`config.mk`:
```
export PLATFORM = sky130hd
export DESIGN_NAME = display_scroll_ctrl
export DESIGN_NICKNAME = d
export VERILOG_FILES = /design/src/rtl/display_scroll_ctrl_pkg.sv /design/src/rtl/display_scroll_ctrl_bcd_digit_count.sv /design/src/rtl/display_scroll_ctrl.sv
export SDC_FILE = /design/constraint.sdc
export NUM_CORES = 1
export LEC_CHECK = 0
export ABC_AREA = 1
export ABC_CLOCK_PERIOD_IN_PS = 3100
export CAP_MARGIN = 20
export CORE_AREA = 2 2 110 70
export CTS_BUF_LIST = sky130_fd_sc_hd__clkbuf_16
export CTS_CLUSTER_SIZE = 14
export DETAILED_ROUTE_END_ITERATION = 10
export DIE_AREA = 0 0 112 72
export PLACE_DENSITY = 0.86
export SLEW_MARGIN = 0
export SYNTH_ARGS = -nofsm -noshare
export SYNTH_HDL_FRONTEND = slang
export SYNTH_SLANG_ARGS = --single-unit
```
`constraint.sdc`:
```
create_clock -name clk -period 3.1 [get_ports clk]
set_clock_uncertainty 0.05 [all_clocks]
set_input_delay 0.62 -clock clk [delete_from_list [all_inputs] [get_ports clk]]
set_output_delay 0.62 -clock clk [all_outputs]
set_load 0.01 [all_outputs]
```
`src/rtl/display_scroll_ctrl_pkg.sv`:
```
// -----------------------------------------------------------------------------
// display_scroll_ctrl_pkg
// Shared definitions for the display scroll controller: the scroll FSM state
// encoding, display geometry constants and the digit-count to window-offset
// helper.
// -----------------------------------------------------------------------------
package display_scroll_ctrl_pkg;

    localparam int DIGITS  = 11;  // BCD digits in a result
    localparam int WINDOW  = 6;   // digits visible on the display
    localparam int MAX_POS = 5;   // DIGITS - WINDOW, largest window offset
    localparam int BCD_W   = 44;  // DIGITS * 4

    typedef enum logic [2:0] {
        IDLE,
        HOLD_LOW,
        STEP_UP,
        HOLD_HIGH,
        STEP_DOWN
    } scroll_state_e;

    // Furthest window offset needed to show every significant digit.
    function automatic logic [2:0] max_pos_from_nd(input logic [3:0] nd);
        if (nd > 4'(WINDOW)) begin
            return 3'(nd - 4'(WINDOW));
        end
        return 3'd0;
    endfunction

endpackage

```
`src/rtl/display_scroll_ctrl_bcd_digit_count.sv`:
```
// -----------------------------------------------------------------------------
// bcd_digit_count
// Combinational priority encoder: returns the number of significant digits of
// an 11-digit BCD value (index of the highest nonzero nibble + 1). An all-zero
// value still counts as one digit so that a single "0" is displayed.
//
// Ports:
//   bcd_i : 44-bit BCD value, digit 0 in [3:0]
//   nd_o  : significant digit count, 1..11
// -----------------------------------------------------------------------------
module bcd_digit_count
    import display_scroll_ctrl_pkg::*;
(
    input  logic [BCD_W-1:0] bcd_i,
    output logic [3:0]       nd_o
);

    // Scanning upward lets the highest nonzero nibble win.
    always_comb begin
        nd_o = 4'd1;
        for (int i = 0; i < DIGITS; i++) begin
            if (bcd_i[4*i +: 4] != 4'd0) begin
                nd_o = 4'(i + 1);
            end
        end
    end

endmodule

```
`src/rtl/display_scroll_ctrl.sv`:
```
// -----------------------------------------------------------------------------
// display_scroll_ctrl
// Latches an 11-digit BCD result and, when it has more than six significant
// digits, ping-pongs the 6-digit display window across it one digit per step
// period, dwelling DWELL_STEPS step periods at each end.
//
// Ports:
//   clk         : system clock
//   reset       : synchronous active-high reset
//   load        : single-cycle strobe capturing BCD_In
//   BCD_In      : 44-bit BCD result to display
//   BCD_Latched : registered copy of the last loaded value
//   count       : window select, 0..5
//   scrolling   : latched value has more than six significant digits
// -----------------------------------------------------------------------------
module display_scroll_ctrl
    import display_scroll_ctrl_pkg::*;
#(
    parameter int STEP_CYCLES = 25_000_000,
    parameter int DWELL_STEPS = 3
) (
    input  logic             clk,
    input  logic             reset,
    input  logic             load,
    input  logic [BCD_W-1:0] BCD_In,
    output logic [BCD_W-1:0] BCD_Latched,
    output logic [2:0]       count,
    output logic             scrolling
);

    localparam int PW = $clog2(STEP_CYCLES);
    localparam int DW = $clog2(DWELL_STEPS + 1);
    localparam logic [PW-1:0] PRESC_LAST = PW'(STEP_CYCLES - 1);
    localparam logic [DW-1:0] DWELL_LAST = DW'(DWELL_STEPS - 1);

    scroll_state_e    state_q, state_d;
    logic [PW-1:0]    presc_q, presc_d;
    logic [DW-1:0]    dwell_q, dwell_d;
    logic [2:0]       count_q, count_d;
    logic [2:0]       max_pos_q, max_pos_d;
    logic [BCD_W-1:0] bcd_q, bcd_d;

    logic [3:0] nd_in;
    logic [2:0] max_pos_in;
    logic       step;

    bcd_digit_count u_digit_count (
        .bcd_i (BCD_In),
        .nd_o  (nd_in)
    );

    assign max_pos_in = max_pos_from_nd(nd_in);
    assign step       = (presc_q == PRESC_LAST);

    always_comb begin
        state_d   = state_q;
        presc_d   = step ? '0 : presc_q + 1'b1;
        dwell_d   = dwell_q;
        count_d   = count_q;
        max_pos_d = max_pos_q;
        bcd_d     = bcd_q;

        if (load) begin
            // A load always restarts the pattern from the low end.
            bcd_d     = BCD_In;
            max_pos_d = max_pos_in;
            presc_d   = '0;
            dwell_d   = '0;
            count_d   = 3'd0;
            state_d   = (max_pos_in != 3'd0) ? HOLD_LOW : IDLE;
        end else if (step) begin
            unique case (state_q)
                IDLE: begin
                end
                HOLD_LOW: begin
                    if (dwell_q == DWELL_LAST) begin
                        state_d = STEP_UP;
                        dwell_d = '0;
                    end else begin
                        dwell_d = dwell_q + 1'b1;
                    end
                end
                STEP_UP: begin
                    count_d = count_q + 3'd1;
                    if (count_q + 3'd1 == max_pos_q) begin
                        state_d = HOLD_HIGH;
                        dwell_d = '0;
                    end
                end
                HOLD_HIGH: begin
                    if (dwell_q == DWELL_LAST) begin
                        state_d = STEP_DOWN;
                        dwell_d = '0;
                    end else begin
                        dwell_d = dwell_q + 1'b1;
                    end
                end
                STEP_DOWN: begin
                    count_d = count_q - 3'd1;
                    if (count_q == 3'd1) begin
                        state_d = HOLD_LOW;
                        dwell_d = '0;
                    end
                end
                default: begin
                    state_d = IDLE;
                    count_d = 3'd0;
                end
            endcase
        end
    end

    always_ff @(posedge clk) begin
        if (reset) begin
            state_q   <= IDLE;
            presc_q   <= '0;
            dwell_q   <= '0;
            count_q   <= 3'd0;
            max_pos_q <= 3'd0;
            bcd_q     <= '0;
        end else begin
            state_q   <= state_d;
            presc_q   <= presc_d;
            dwell_q   <= dwell_d;
            count_q   <= count_d;
            max_pos_q <= max_pos_d;
            bcd_q     <= bcd_d;
        end
    end

    assign BCD_Latched = bcd_q;
    assign count       = count_q;
    assign scrolling   = (max_pos_q != 3'd0);

endmodule
```
# [Word level (Yosys, flattened, before mapping)]
# Cells that the tools add are included.
[word_totals] register_bits=80 in_bits=47 elab_cells=76
[classes] n_addsub=5 order_cmp=1 eq_ne=15 n_mux=26 bitwise_logic=1 n_reduce_logical=22
[ops] op="nonzero test 4 bit" count=10
[ops] op="2-to-1 mux 3 bit" count=12
[ops] op="adder 25 x 1 -> 25 bit (second input constant)" count=1
[ops] op="equality test 25 bit (second input constant)" count=1
[ops] op="2-to-1 mux 4 bit" count=4
[ops] op="one-hot mux 3 bit (5 select lines)" count=1
[ops] op="!= test 3 bit (second input constant)" count=4
[ops] op="2-to-1 mux 2 bit" count=5
[ops] op="one-hot mux 3 bit (3 select lines)" count=1
[ops] op="nonzero test 3 bit" count=3
[ops] op="equality test 3 x 1 -> 1 bit (second input constant)" count=2
[ops] op="equality test 3 x 2 -> 1 bit (second input constant)" count=2
[ops] op="!= test 2 bit (second input constant)" count=3
[ops] op="one-hot mux 2 bit (3 select lines)" count=1
[ops] op="AND reduction 6 bit" count=1
[ops] op="OR reduction 3 bit" count=2
[ops] op="greater-than comparator 4 x 3 -> 1 bit (second input constant)" count=1
[ops] op="AND reduction 4 bit" count=1
[ops] op="OR reduction 2 bit" count=2
[ops] op="adder 3 x 1 -> 3 bit (second input constant)" count=1
[ops] op="equality test 3 bit" count=1
[ops] op="equality test 3 bit (second input constant)" count=1
[ops] op="zero test 3 bit" count=1
[ops] op="subtractor 3 x 1 -> 3 bit (second input constant)" count=1
[ops] op="other kinds (7)" count=8

# [Longest topological paths before layout]
[logic_depth] ltp_word=17 depth_mapped=16 ltp_nobuf=16

# [By module]
# Synthesis repeated with hierarchy kept, for this count alone.
[hier_totals] cells_unflattened=601 area_unflattened_um2=3908.7
[by_module_without_submodules] mod="display_scroll_ctrl" instances=1 cells_each=543 area_per_inst_um2=3659.8 seq_area_each_um2=1601.5
[by_module_without_submodules] mod="bcd_digit_count" instances=1 cells_each=58 area_per_inst_um2=249.0 seq_area_each_um2=0.0

# [Worst setup path before layout]
# No wires, ideal clock.
[synth_timing] kind="register to register" start="register count_q[0] (netlist: count[0])" end="register dwell_q[0]" arrival_time_ns=1.673 path_slack_ns=1.262 stages_incl_launch_ff=12 path_buffers=0 period_less_slack_ns=1.838 path_cell_list="dfxtp_1 -> inv_1 -> ha_1 -> xor2_1 -> nor2_1 -> nand3_1 -> nand2_1 -> nand2_1 -> nor2_2 -> o21ai_1 -> a31oi_1 -> nor2_1"
[synth_between] elab_chain_cells=4 word_cells_on_any_way=6 classes_between="add/sub: 1; eq/ne: 4; reduce/logical: 1"
[synth_lines] item="start: declaration" line="display_scroll_ctrl.sv:39" text="logic [2:0] count_q, count_d;"
[synth_lines] item="start signal: assignment" line="display_scroll_ctrl.sv:125" text="count_q <= count_d;"
[synth_lines] item="adder 3 x 1 -> 3 bit" line="display_scroll_ctrl.sv:85" text="if (count_q + 3'd1 == max_pos_q) begin"
[synth_lines] item="equality test 3 bit" line="display_scroll_ctrl.sv:85"
[synth_lines] item="!= test 2 bit (no line)"
[synth_lines] item="AND reduction 4 bit (no line) *"
[synth_lines] item="end signal: assignment" line="display_scroll_ctrl.sv:124" text="dwell_q <= dwell_d;"
[synth_lines] item="end: declaration" line="display_scroll_ctrl.sv:38" text="logic [DW-1:0] dwell_q, dwell_d;"
# Every way passes the cells marked *; elsewhere a longest branch is shown, timed or not.
# A chain may end at the register's enable or synchronous reset.

# [Worst setup path after layout]
[layout_timing] start="register presc_q[0]" end="register presc_q[12]"
[layout_between] elab_chain_cells=2 word_cells_on_any_way=3 classes_between="add/sub: 1; eq/ne: 1; reduce/logical: 1"
[layout_lines] item="start: declaration" line="display_scroll_ctrl.sv:37" text="logic [PW-1:0] presc_q, presc_d;"
[layout_lines] item="start signal: assignment" line="display_scroll_ctrl.sv:123" text="presc_q <= presc_d;"
[layout_lines] item="parallel branches: the longest is 2 deep, another holds adder 25 x 1 -> 25 bit"
# Parallel ways; which one is timed is not known.

==> metrics.md <==
| Metric | Value |
|---|---|
| Hold buffers post-CTS | `0` |
| Avg Synthesized Cell Area | `7.10 um^2` |
| Die Wd | `roughly 110 um` |
| CTS Buf Count | `9` |
| Layout Nets | `646` |
| Period utilization | `0.743` |
| Starting density of the core | `0.506` |
| Clk pin slew, worst setup/hold paths | `60 ps` |
| Sw Pwr | `547 uW` |
| Ys Warns | `0` |
| Post-CTS setup buffers | `0` |
| Worst EP required | `approximately 3300 ps` |
| Synthesized instance count | `501` |
| Synth top area cells | `dfxtp_1, nand2_1, inv_1` |
| Multi-input gate area | `1600 um^2` |
| Gate power share | `0.100` |
| Gr usage total | `0.247` |
| Final ANT Viol Nets | `0` |
| Crit path cell chain | `ha_1, nand2_2, nor2_4, inv_2, nor2_4, inv_1, nor2_1, nand4_1, inv_1, nor2_2, inv_2, a21oi_1, o21a_1` |
| Worst-margin pin slew | `761 ps` |
| Max VDD drop | `between 0.2 and 0.3 mV` |
| Mapped cell area | `roughly 3600 um^2` |
| Sequential-to-total area share from yosys stat | `0.450` |
| First-pass GRT wire length | `15900 um` |
| Port Buf Inserts | `94` |
| RSZ-0062 raised after global routing | `no` |
| P_leak | `2.04 nW` |
| Iter 0 DRT Violations | `334` |
| Storage cell area | `1600 um^2` |
| Crit path max fanout | `20` |
| CP max stage delay | `360 ps` |
| Clock power frac | `0.455` |
| CP endpoint kind | `register` |
| Initial antenna violation count | `0` |
| CTS resizes | `0` |
| WS Path Type | `reg -> reg` |
| Critical path arrival | `2480 ps` |
| Final setup violating endpoints | `0` |
| Switching part of the total power | `0.224` |
| Most frequent cells in the layout | `nand2_1, clkdlybuf4s50_1, dfxtp_1, inv_1, nand3_1` |
| Worst Hold Slack | `~400 ps` |
| Register share of total power | `0.445` |
| Reg2Reg Depth | `13` |
| Clk buf depth | `2` |
| Core area | `7030 um^2` |
| Vias/cell | `5.24` |
| Internal | `1.90 mW` |
| Syn_nets | `roughly 550` |
| Num rows | `24` |
| GPL Wtd Cong | `0.901` |
| Unique cell type count in the Yosys netlist | `37` |
| Post-DP HPWL | `7190 um` |
| Setup TNS | `0 ps` |
| CP Launch Type | `register` |
| Worst path slowest cell | `dfxtp_1` |
| Fin crit period | `2300 ps` |
| Post-Route WL | `9970 um` |
| Proportion of layout cells with a drive suffix above 1 | `0.0617` |
| CTS tree | `built` |
| Vias | `roughly 3600` |
| Remaining global-route overflow | `0` |
| CTS sink count | `80` |
| Synth top area share | `0.450` |
| Slew headroom | `0.491` |
| Status | `finished, final reports clean` |
| Max-cap viol count | `0` |
| Root buffer cell | `clkbuf_16` |
| Most common cell after layout, fill and taps aside | `nand2_1` |
| Wire length per cell | `14.4 um` |
| Hold path depth | `2` |
| First-pass detailed-route iteration total | `5` |
| Io pins | `between 90 and 100` |
| DR DRC count | `0` |
| Yosys top cell by area | `dfxtp_1` |
| Number of global-route vias before repair | `3437` |
| Hold Vio Cnt, Final | `0` |
| Synthesis-stage register bit count | `80` |
| Pin count of the biggest net entering global routing | `48` |
| Ant. Diodes | `0` |
| Final Max Slew Viols | `0` |
| Area grow syn2layout | `37.5%` |
| Max Clk Rate | `about 430 MHz` |
| Die height | `slightly above 70 um` |
| # fillers | `566` |
| Hold Crit Class | `reg -> reg` |
| Number of H-tree levels | `3` |
| Clk Latency, worst-skew pair | `330 ps` |
| DIE AREA | `8060 um^2` |
| PwrDens | `around 500 nW/um^2` |
[final cells by class]
class,count,area share
clock buffers,9,0.0460
clock inverters,7,0.0182
inverters,80,0.0614
multi-input cells,327,0.327
flip-flops and latches,80,0.327
well taps,91,0.0233
repair buffers,97,0.197
[cells by family after synthesis]
group           Yosys count  share of synthesized area
simple gates            250                      0.316
buf+inv                  94                      0.102
compound gates           64                     0.0953
flops                    80                      0.450
fa+ha+maj                 4                     0.0141
xor+xnor                  9                     0.0222
[Yosys cell counts, drive strengths merged]
cell and instances:
o21ai 35, clkbuf 7, nand3b 1, o21a 2, nor4 6, inv 77
a21oi 20, xnor2 6, nand4 11, dfxtp 80, nand3 37, or2 2
o22ai 2, o2111ai 1, buf 7, nand2 136, ha 4, nor2 40
o211ai 1, nor3 13, xor2 3, a21o 1, nor3b 3, a31oi 2
and3 1, clkinv 3
[stage by stage]
stage               setup slack [ps]  std cells  total power, mW  cell area (um^2)   util
floorplan                       1260        501             1.20              3560      -
global placement                 739        675             1.34              4580  0.652
detailed placement               698        675             1.35              4580  0.652
CTS                              886        691             2.46              4890  0.696
global route                     645        691             2.53              4890  0.696
finish                           796        691             2.45              4890  0.696
[flip-flops by register name (all words and copies together) (netlist names)]
register	cells
count	3
presc_q	25
max_pos_q	3
state_q	3
BCD_Latched	44
dwell_q	2
[power groups by stage]
stage / logic, mW / registers (mW) / clock network (mW)
CTS: 0.244 / 1.09 / 1.13
global route: 0.264 / 1.09 / 1.17
global placement: 0.235 / 1.11 / 0
detailed placement: 0.242 / 1.11 / 0
finish: 0.244 / 1.09 / 1.11
floorplan: 0.0737 / 1.12 / 0
[path summary, 6_finish.rpt]
path / startpoint / endpoint / slack [ps]
worst min register to register: BCD_Latched[24]$_SDFFE_PP0P_ / BCD_Latched[24]$_SDFFE_PP0P_ / 400
worst max register to register: presc_q[0]$_SDFF_PP0_ / presc_q[12]$_SDFF_PP0_ / 800
worst min-delay path: BCD_Latched[24]$_SDFFE_PP0P_ / BCD_Latched[24]$_SDFFE_PP0P_ / 400
worst max-delay path: presc_q[0]$_SDFF_PP0_ / presc_q[12]$_SDFF_PP0_ / 800
[critical path, delay by kind of cell (launching register included)]
family / cells / cell delay (ps)
and+or+nand+nor: 6 / 760
AOI/OAI and AO/OA: 2 / 230
buffers and inverters: 4 / 600
DFF: 1 / 360
adders and majority gates: 1 / 200
[metal layers]
| metal | vias up | GRT usage | share of wire |
|---|---|---|---|
| met4 | 0 | 0.112 | 0.034 |
| met1 | 1638 | 0.310 | 0.43 |
| li1 | 1779 | - | - |
| met5 | - | 0 | 0 |
| met3 | 45 | 0.0576 | 0.072 |
| met2 | 157 | 0.413 | 0.47 |
Power figures use the tool's default switching activity.
